File: config.mk
export PLATFORM = sky130hd
export DESIGN_NAME = alu_exec_unit
export DESIGN_NICKNAME = d
export VERILOG_FILES = /design/src/rtl/alu_exec_unit_pkg.sv /design/src/rtl/alu_exec_unit_shift_add_multiplier.sv /design/src/rtl/alu_exec_unit.sv
export SDC_FILE = /design/constraint.sdc
export NUM_CORES = 1
export LEC_CHECK = 0
export ABC_AREA = 1
export CELL_PAD_IN_SITES_DETAIL_PLACEMENT = 1
export CELL_PAD_IN_SITES_GLOBAL_PLACEMENT = 2
export CORE_MARGIN = 2
export CORE_UTILIZATION = 34
export CTS_BUF_LIST = sky130_fd_sc_hd__clkbuf_4 sky130_fd_sc_hd__clkbuf_8
export DETAILED_ROUTE_END_ITERATION = 8
export PLACE_DENSITY = 0.91
export REMOVE_ABC_BUFFERS = 1
export SLEW_MARGIN = 20
export SYNTH_ARGS = -nofsm -noshare
export SYNTH_HDL_FRONTEND = slang
export SYNTH_SLANG_ARGS = --single-unit
File: constraint.sdc
create_clock -name clk -period 3.35 [get_ports clk]
set_input_delay 0.5025 -clock clk [delete_from_list [all_inputs] [get_ports clk]]
set_output_delay 0.5025 -clock clk [all_outputs]
set_load 0.03 [all_outputs]
File: src/rtl/alu_exec_unit_pkg.sv
`default_nettype none
// ============================================================================
// Module : alu_exec_unit_pkg
// Brief  : ALU operation codes, execute-stage FSM encodings, overflow helper.
// Rev    : 1.0
// ============================================================================
package alu_exec_unit_pkg;

  typedef enum logic [2:0] {
    ALU_AND   = 3'b000,
    ALU_OR    = 3'b001,
    ALU_ADD   = 3'b010,
    ALU_SUB   = 3'b011,
    ALU_MULTU = 3'b100,
    ALU_SLT   = 3'b101,
    ALU_SLL   = 3'b110,
    ALU_NOP   = 3'b111
  } alu_op_e;

  localparam logic [1:0] S_IDLE = 2'd0;
  localparam logic [1:0] S_MUL  = 2'd1;
  localparam logic [1:0] S_DONE = 2'd2;

  // Two's-complement overflow from operand and result sign bits.
  function automatic logic add_sub_ovf(input logic a_msb, input logic b_msb,
                                       input logic r_msb, input logic is_sub);
    if (is_sub) return (a_msb != b_msb) && (r_msb != a_msb);
    else        return (a_msb == b_msb) && (r_msb != a_msb);
  endfunction

endpackage
`default_nettype wire

File: src/rtl/alu_exec_unit_shift_add_multiplier.sv
`default_nettype none
// ============================================================================
// Module : shift_add_multiplier
// Brief  : Unsigned shift-add multiplier, one multiplier bit per cycle.
// Rev    : 1.0
// ============================================================================
module shift_add_multiplier #(
  parameter int WIDTH = 32,
  parameter int CNT_W = 5
) (
  input  logic                 clk,
  input  logic                 reset,
  input  logic                 start,
  input  logic [WIDTH-1:0]     a,
  input  logic [WIDTH-1:0]     b,
  output logic                 busy,
  output logic                 done,
  output logic [2*WIDTH-1:0]   prod
);

  localparam logic [CNT_W-1:0] C_LAST = CNT_W'(WIDTH - 1);

  logic [2*WIDTH-1:0] r_mcand;
  logic [2*WIDTH-1:0] r_acc;
  logic [WIDTH-1:0]   r_mplier;
  logic [CNT_W-1:0]   r_cnt;
  logic               r_busy;
  logic [2*WIDTH-1:0] w_addend;

  // prod already includes the current iteration, so the final product is
  // valid in the same cycle that done is raised.
  assign w_addend = r_mplier[0] ? r_mcand : '0;
  assign prod     = r_acc + w_addend;
  assign busy     = r_busy;
  assign done     = r_busy && (r_cnt == C_LAST);

  always_ff @(posedge clk or negedge reset) begin
    if (!reset) begin
      r_mcand  <= '0;
      r_acc    <= '0;
      r_mplier <= '0;
      r_cnt    <= '0;
      r_busy   <= 1'b0;
    end else if (start) begin
      r_mcand  <= {{WIDTH{1'b0}}, a};
      r_acc    <= '0;
      r_mplier <= b;
      r_cnt    <= '0;
      r_busy   <= 1'b1;
    end else if (r_busy) begin
      r_acc    <= prod;
      r_mcand  <= r_mcand << 1;
      r_mplier <= r_mplier >> 1;
      if (r_cnt == C_LAST) begin
        r_cnt  <= '0;
        r_busy <= 1'b0;
      end else begin
        r_cnt  <= r_cnt + 1'b1;
      end
    end
  end

endmodule
`default_nettype wire

File: src/rtl/alu_exec_unit.sv
`default_nettype none
// ============================================================================
// Module : alu_exec_unit
// Brief  : Handshaked execute stage; single-cycle ALU ops plus iterative MULTU.
//          Define OVF_DETECT_EN to report signed ADD/SUB overflow.
// Rev    : 1.0
// ============================================================================
module alu_exec_unit
  import alu_exec_unit_pkg::*;
#(
  parameter int WIDTH   = 32,
  parameter int SHAMT_W = 5
) (
  input  logic             clk,
  input  logic             reset,
  input  logic             in_valid,
  output logic             in_ready,
  input  logic [2:0]       alu_ctrl,
  input  logic [WIDTH-1:0] src_a,
  input  logic [WIDTH-1:0] src_b,
  output logic             out_valid,
  input  logic             out_ready,
  output logic [WIDTH-1:0] result,
  output logic [WIDTH-1:0] result_hi,
  output logic             zero,
  output logic             overflow
);

  logic [1:0]         r_state;
  logic [1:0]         w_next_state;
  logic               r_in_ready;
  logic [WIDTH-1:0]   r_result;
  logic [WIDTH-1:0]   r_result_hi;
  logic               r_zero;
  logic               r_ovf;

  logic               w_accept;
  logic               w_is_mul;
  logic               w_mul_busy;
  logic               w_mul_done;
  logic [2*WIDTH-1:0] w_prod;
  logic [WIDTH-1:0]   w_sum;
  logic [WIDTH-1:0]   w_diff;
  logic [WIDTH-1:0]   w_res;
  logic               w_ovf;

  assign w_is_mul = (alu_ctrl == ALU_MULTU);
  assign w_accept = in_valid && r_in_ready;

  shift_add_multiplier #(
    .WIDTH (WIDTH),
    .CNT_W (SHAMT_W)
  ) u_mul (
    .clk   (clk),
    .reset (reset),
    .start (w_accept && w_is_mul),
    .a     (src_a),
    .b     (src_b),
    .busy  (w_mul_busy),
    .done  (w_mul_done),
    .prod  (w_prod)
  );

  // in_ready is registered so it stays low through reset and rises on the first edge after.
  always_ff @(posedge clk or negedge reset) begin
    if (!reset) begin
      r_state    <= S_IDLE;
      r_in_ready <= 1'b0;
    end else begin
      r_state    <= w_next_state;
      r_in_ready <= (w_next_state == S_IDLE);
    end
  end

  always_comb begin
    w_next_state = r_state;
    case (r_state)
      S_IDLE:  if (w_accept) w_next_state = w_is_mul ? S_MUL : S_DONE;
      S_MUL:   if (w_mul_busy && w_mul_done) w_next_state = S_DONE;
      S_DONE:  if (out_ready) w_next_state = S_IDLE;
      default: w_next_state = S_IDLE;
    endcase
  end

  always_comb begin
    in_ready  = r_in_ready;
    out_valid = (r_state == S_DONE);
    result    = r_result;
    result_hi = r_result_hi;
    zero      = r_zero;
    overflow  = r_ovf;
  end

  always_comb begin
    w_sum  = src_a + src_b;
    w_diff = src_a - src_b;
    w_res  = '0;
    w_ovf  = 1'b0;
    case (alu_op_e'(alu_ctrl))
      ALU_AND: w_res = src_a & src_b;
      ALU_OR:  w_res = src_a | src_b;
      ALU_ADD: w_res = w_sum;
      ALU_SUB: w_res = w_diff;
      ALU_SLT: w_res = {{(WIDTH-1){1'b0}}, ($signed(src_a) < $signed(src_b))};
      ALU_SLL: w_res = src_b << src_a[SHAMT_W-1:0];
      default: w_res = '0;
    endcase
`ifdef OVF_DETECT_EN
    if (alu_ctrl == ALU_ADD)
      w_ovf = add_sub_ovf(src_a[WIDTH-1], src_b[WIDTH-1], w_sum[WIDTH-1], 1'b0);
    else if (alu_ctrl == ALU_SUB)
      w_ovf = add_sub_ovf(src_a[WIDTH-1], src_b[WIDTH-1], w_diff[WIDTH-1], 1'b1);
`endif
  end

  // Output registers load only on accept or MUL completion, so they hold through backpressure.
  always_ff @(posedge clk or negedge reset) begin
    if (!reset) begin
      r_result    <= '0;
      r_result_hi <= '0;
      r_zero      <= 1'b0;
      r_ovf       <= 1'b0;
    end else if (w_accept && !w_is_mul) begin
      r_result    <= w_res;
      r_result_hi <= '0;
      r_zero      <= (w_res == '0);
      r_ovf       <= w_ovf;
    end else if ((r_state == S_MUL) && w_mul_done) begin
      r_result    <= w_prod[WIDTH-1:0];
      r_result_hi <= w_prod[2*WIDTH-1:WIDTH];
      r_zero      <= (w_prod[WIDTH-1:0] == '0);
      r_ovf       <= 1'b0;
    end
  end

endmodule
`default_nettype wire
==> results of run 1 <==
Yosys cell counts (3+ instances only):
cell      instances  area share, %
nand2_1        1144             19
inv_1           605             10
nand3_1         344            7.7
nor2_1          275            4.6
dfrtp_1         234             26
ha_1            173            9.6
o21ai_0         127            2.8
a21oi_1         114            2.5
o221ai_1         65            2.5
clkbuf_1         58           0.97
o22ai_1          58            1.6
o211ai_1         40            1.3
o21ai_1          37           0.83
buf_2            35           0.78
nand4_1          29           0.81
nor3_1           26           0.58
nand3b_1         21           0.70
a31oi_1          20           0.56
inv_2            18           0.30
o21bai_1         17           0.57
xor2_1           17           0.66
buf_1            16           0.27
buf_4            13           0.43
nor2_2           13           0.36
nand2_2          10           0.28
a21o_1            9           0.30
a21oi_2           8           0.31
xnor2_1           7           0.27
or2_2             6           0.17
and2_1            5           0.14
nand3_2           5           0.22
a22o_1            4           0.16
and3_1            4           0.11
buf_6             4           0.20
nor2_4            4           0.20
nor4_1            4           0.11
a21boi_0          3           0.10
fa_1              3           0.27
nor3_2            3           0.13
o21a_1            3           0.10
o21bai_2          3           0.15
repair_timing:
action / CTS / global route
hold endpoints to repair: 56 / 0
hold buffers: 1 / 0
setup endpoints to repair: 0 / 18
buffers inserted: 0 / 3
resized for setup: 0 / 14
worst paths after layout:
path	startpoint	cells past startpoint	end	slack, ps
worst max-delay path	u_mul.r_mplier[0]	17	zero	200
worst min-delay path	reset	2	u_mul.r_acc[7]	370
worst max register to register	u_mul.r_mplier[0]	17	zero	200
worst min register to register	result_hi[3]	2	result_hi[3]	480
max in group asynchronous	reset	3	u_mul.r_acc[45]	2180
min in group clk	result_hi[3]	2	result_hi[3]	480
cell type report:
cell class	count	area [um^2]	area share, %
clock buffer	73	923.4	3.249
antenna	3	7.507	0.02642
tap	864	1081	3.804
sequential	234	5857	20.61
inverter	624	2345	8.251
multi-input combinational	2622	13710	48.26
clock inverter	13	193.9	0.6825
timing repair buffer	503	4297	15.12
power breakdown:
group	switching, uW	internal (uW)	total, uW
registers	753	3820	4570
logic	5260	2840	8100
clock network	1480	2080	3560
total	7490	8740	16200
through the flow:
step | total power (uW) | cell area (um^2)
floorplan | 9017 | 21840
global placement | 12300 | 27200
detailed placement | 12570 | 27200
CTS | 16250 | 28330
global route | 17360 | 28420
finish | 16230 | 28420
cell families (layout without fill, tap and decap cells):
| logic type | Yosys count | count (layout) | share of synthesized area, % |
|---|---|---|---|
| adders and majority gates | 176 | 176 | 9.912 |
| xor gates and xnor gates | 24 | 24 | 0.9366 |
| buffers and inverters | 752 | 1213 | 13.13 |
| DFF | 234 | 234 | 26.09 |
| AOI/OAI and AO/OA | 526 | 526 | 14.63 |
| and+or+nand+nor | 1895 | 1895 | 35.28 |
| other | 1 | 4 | 0.01671 |
state kept, by name, indices dropped and copies added (netlist names):
name / cells
zero: 1
r_state: 2
u_mul.r_mplier: 32
u_mul.r_mcand: 64
in_ready: 1
u_mul.r_cnt: 5
u_mul.r_acc: 64
result_hi: 32
u_mul.busy: 1
result: 32
routing by layer:
| metal | wire length [um] | share of wire, % |
|---|---|---|
| met4 | 4028 | 4.0 |
| met2 | 46440 | 46 |
| met3 | 5749 | 5.7 |
| met5 | 0 | 0 |
| met1 | 44590 | 44 |
worst max-delay path: stages, from the launching register on:
cell and delay (ps):
dfrtp_2 430, buf_12 180, buf_4 170, nand2_1 60, inv_1 60, ha_1 360
nand2_1 120, nor2_1 120, inv_1 80, nor2_1 240, nand2_1 110, o21ai_1 290
nand2_1 100, nand2_1 210, nand3_1 170, nor2_2 130, a21oi_1 90, a21oi_2 140
==> results.md, run 1 <==
* Status: completed
* Fin. max-slew vios at 0
* Tightest hold margin at 372.4 ps
* HPWL Detailed at 83620 um
* Maximum vdd drop at 410.8 uV
* First-pass GRT wire length at 154400 um
* Setup TNS at 0 ps
* Routed vias at 25870
* Crit path DAT at 3740 ps
* Clk sinks at 234
* H-tree Lvls at 2
* Post-Synthesis Cells at 3608
* Die X at 260.9 um
* CP Launch Type: flop
* Synthesized area at 22440 um^2
* Nets at 4280
* Max Clock Skew at 36.78 ps
* Max_slew headroom at 43.45%
* Netlist cell types at 56
* Post-synth EDFFs at 0
* Worst endpoint required time at 3940 ps
* CTS tree: yes
* Period utilisation layout at 94.08%
* Routed Antenna Nets at 0
* Post-Layout Cell Count at 4936
* Initial Utilization at 34.26%
* Register bit total from synthesis at 234
* Final core occ at 43.38%
* Initial antenna violation count at 1
* DRT iter0 DRCs at 1910
* Ys flop type: dfrtp_1
* Syn_area_per_cell at 6.221 um^2
* Die Area at 68080 um^2
* GP Congestion at 1.024
* Vias/cell at 5.242
* Max Buffers Root-to-Sink at 3
* Setup violators final at 0
* Port bufs at 137
* Core area at 65510 um^2
* Clk_lat worst skew at 690 ps
* DR WL/cell at 20.42 um
* Total global routing overflow at 0
* Commonest non-fill, non-tap cell in the layout: nand2_1
* Max frequency at 317.3 MHz
* # Max-Cap Violations at 0
* Worst Setup End Kind: flop
* Setup ws final at 198.2 ps
* Layout cells sized above 1 at 13.30%
* Vias in the first global route at 26850
* Final Critical Period at 3152 ps
* YS warnings at 0
* WS Path Type: flop to flop
* Async set-or-reset flop fraction in the synthesized netlist at 100.0%
* Sequential share of the synthesized area at 26.09%
* Die Ht at 260.9 um
* Remaining DRCs at 0
* Rows at 94
* # IOs at 139
* Global route hottest layer: met2
* Most frequent cells in the layout: nand2_1 (1142), inv_1 (605), buf_4 (351)
* Post-Place Cells at 4843
* Worst-Margin Slew at 848.2 ps
* PD cells at 571.2 nW/um^2
* All-Layer GR Usage at 29.55%
* Largest net degree at the start of global routing at 94
* Clock Pin Slew Worst Setup and Hold Paths at 70 ps
* Pleak at 0.01522 uW
* Clk Tree Root Cell: clkbuf_8
* Final WL at 100800 um
* DP Worst Slack at -385.4 ps
* First drt pass iteration count at 5
* Fill cells at 8694
* Met1 Usage GRT at 38.82%
* M3 GR Usage at 3.885%
* Area growth from synthesis to layout at 26.61%
* Met2 usage at 49.34%
* CP max FO at 31
* Tightest Hold Check Type: primary input to asynchronous set/reset pin
* Final hold violations at 0
* TritonCTS buffer count at 48
(Power assumes the default switching activity.)
==> inputs of run 2 (changes only) <==
--- a/config.mk
+++ b/config.mk
@@ -12,6 +12,7 @@
 export CORE_UTILIZATION = 34
 export CTS_BUF_LIST = sky130_fd_sc_hd__clkbuf_4 sky130_fd_sc_hd__clkbuf_8
 export DETAILED_ROUTE_END_ITERATION = 8
+export GPL_TIMING_DRIVEN = 0
 export PLACE_DENSITY = 0.91
 export REMOVE_ABC_BUFFERS = 1
 export SLEW_MARGIN = 20
==> run 2 against run 1 <==
The run now ends with setup timing left. Final cell count is 7.0% lower. Power is 2.5% lower. Die area unchanged. Sequential cell count is the same. Critical path type is now primary input to flop. Largest power group unchanged.
==> results.md, run 2 (synthesis results as in run 1) <==
* Status: complete, but fails checks
* Failing checks: setup timing
* Final Critical Period at 3426 ps (+274.6 ps)
* CTS tree: yes
* Vias in the first global route at 24670 (-8.1%)
* Die Area at 68080 um^2 (unchanged)
* Combinational cell fraction of total power at 48.7% (-1.2 points)
* First-pass GRT wire length at 145100 um (-6.0%)
* Maximum vdd drop at 289.7 uV (-29%)
* Max Buffers Root-to-Sink at 3 (unchanged)
* Clk sinks at 234 (unchanged)
* Worst-Margin Slew at 896.0 ps (+47.81 ps)
* Max frequency at 291.9 MHz (-8.0%)
* Area growth from synthesis to layout at 17.25%
* Int Pwr at 8492 uW (-2.8%)
* Post-Place Cells at 4493 (-7.2%)
* Core area at 65510 um^2 (unchanged)
* Worst Setup End Kind: flop
* CP max FO at 26 (-16%)
* HPWL Detailed at 75600 um (-9.6%)
* First drt pass iteration count at 5 (unchanged)
* Vias/cell at 5.296 (+1.0%)
* Rows at 94 (unchanged)
* Max Clock Skew at 59.19 ps (+22.42 ps)
* Period utilisation layout at 102.3% (+8.2 points)
* Die X at 260.9 um (unchanged)
* Most frequent cells in the layout: nand2_1 (1132), inv_1 (602), nand3_1 (337)
* Setup violators final at 1 (+1)
* Post-Layout Cell Count at 4591 (-7.0%)
* DRT iter0 DRCs at 1706 (-11%)
* Initial Utilization at 34.26% (unchanged)
* WS Path Type: primary input to flop
* Setup ws final at -76.38 ps (-274.6 ps)
* Total global routing overflow at 0 (unchanged)
* Top flop regs: u_mul.r_acc: 64 flops, u_mul.r_mcand: 64 flops
* Sw frac at 46.31% (+0.15 points)
* Die Ht at 260.9 um (unchanged)
* Worst endpoint required time at 3910 ps (-30 ps)
* Commonest non-fill, non-tap cell in the layout: nand2_1
* RSZ-0062 raised after global routing: true
* Routed Antenna Nets at 0 (unchanged)
* Final hold violations at 0 (unchanged)
* Crit path DAT at 3990 ps (+250 ps)
* DR WL/cell at 20.73 um (+1.5%)
* Clk Tree Root Cell: clkbuf_8
* PD cells at 601.1 nW/um^2 (+5.2%)
* Fill cells at 8643 (-0.59%)
* Clk_lat worst skew at 670 ps (-20 ps)
* Switching pwr at 7326 uW (-2.2%)
* GP Congestion at 0.9366 (-8.5%)
* Remaining DRCs at 0 (unchanged)
* DP Worst Slack at -1106 ps (-720.5 ps)
* # IOs at 139 (unchanged)
* TritonCTS buffer count at 47 (-2.1%)
* Tightest Hold Check Type: primary input to asynchronous set/reset pin
* Fin. max-slew vios at 0 (unchanged)
* Routed vias at 24310 (-6.0%)
* Seq pwr share at 28.6% (+0.4 points)
* Final WL at 95170 um (-5.6%)
* Initial antenna violation count at 1 (unchanged)
* Clock Pin Slew Worst Setup and Hold Paths at 60 ps (about the same)
* Largest net degree at the start of global routing at 86 (-8.5%)
* H-tree Lvls at 2 (unchanged)
* Setup TNS at -76.38 ps (-76.38 ps)
* Nets at 3935 (-8.1%)
* CP Launch Type: primary input
* Port bufs at 137 (unchanged)
* All-Layer GR Usage at 27.69% (-1.9 points)
* Max_slew headroom at 40.04% (-3.4 points)
* Layout cells sized above 1 at 7.300% (-6.0 points)
* # Max-Cap Violations at 0 (unchanged)
* R2R cell count at 14 (-3)
* Clk pwr share at 22.8% (+0.9 points)
* Pleak at 0.01369 uW (-10%)
## run 2: cell types whose count changed in the layout (fill, tap and decap cells not counted), sizes merged, moves of 2 or more
cell / previous run / this run
clkinvlp: 3 / 0
clkinv: 4 / 7
diode: 3 / 1
clkbuf: 73 / 77
buf: 367 / 23
clkdlybuf4s50: 135 / 125
dlymetal6s2s: 0 / 6
## run 2: layout make-up
cell class                      count  area [um^2]  share of cell area [%]
Antenna cell                        1        2.502                0.009509
Clock buffer                       75        957.2                   3.637
Clock inverter                     12        175.2                  0.6657
Inverter                          624         2367                   8.996
Multi-Input combinational cell   2622        14060                   53.43
Sequential cell                   234         5859                   22.27
Tap cell                          864         1081                   4.108
Timing Repair Buffer              159         1813                   6.890
## run 2: timing repair
item | in CTS | in global routing
setup endpoints to repair | 62 | 46
gates cloned | 1 | 1
gates resized for setup | 22 | 95
pin swaps | 3 | 11
hold buffers | 1 | 0
endpoints found under the hold margin | 77 | 0
buffers inserted | 4 | 3
## run 2: critical path: stages
cell	delay, ps
clkdlybuf4s50_1	800
inv_2	310
nand2_2	650
o22ai_1	290
o21bai_1	220
nor2_1	310
nand3_1	220
nor2_1	150
nand2_1	70
nor2_1	150
nand3_1	130
a21oi_2	130
## run 2: power groups by stage
stage	Clock, uW	Combinational [uW]	Sequential, uW
after CTS	3700	7550	4510
after detailed placement	0	7400	4540
after global routing	3810	8540	4630
final	3600	7700	4520
after floorplan	0	4320	4690
after global placement	0	6940	4640
## run 2: metal layers
layer | up-vias | wire length (um) | track usage [%] | part of all wire [%]
li1 | 11720 | - | - | -
met1 | 11950 | 43440 | 37.49 | 46
met2 | 505 | 44450 | 46.32 | 47
met3 | 140 | 4055 | 2.671 | 4.3
met4 | 0 | 3223 | 8.873 | 3.4
met5 | - | 0 | 0 | 0
## run 2: through the flow
step / instance area, um^2 / power, uW / utilization, % / hold WS (ps)
2_1_floorplan: 21840 / 9017 / - / 206.9
3_3_place_gp: 24290 / 11580 / 37.08 / 464.0
3_5_place_dp: 24640 / 11940 / 37.61 / 468.9
4_1_cts: 25930 / 15760 / 39.58 / 428.8
5_1_grt: 26320 / 16980 / 40.17 / 452.5
6_report: 26320 / 15820 / 40.17 / 412.5
## run 2: path summary, 6_finish.rpt
kind	from	end	slack, ps
setup / recovery	alu_ctrl[2]	zero	-80
hold / removal	reset	result[8]	410
setup reg to reg	u_mul.r_mplier[0]	result_hi[24]	110
hold reg to reg	result_hi[20]	result_hi[20]	480
max in group asynchronous	reset	u_mul.busy	2010
min in group clk	src_b[8]	u_mul.r_mplier[8]	420
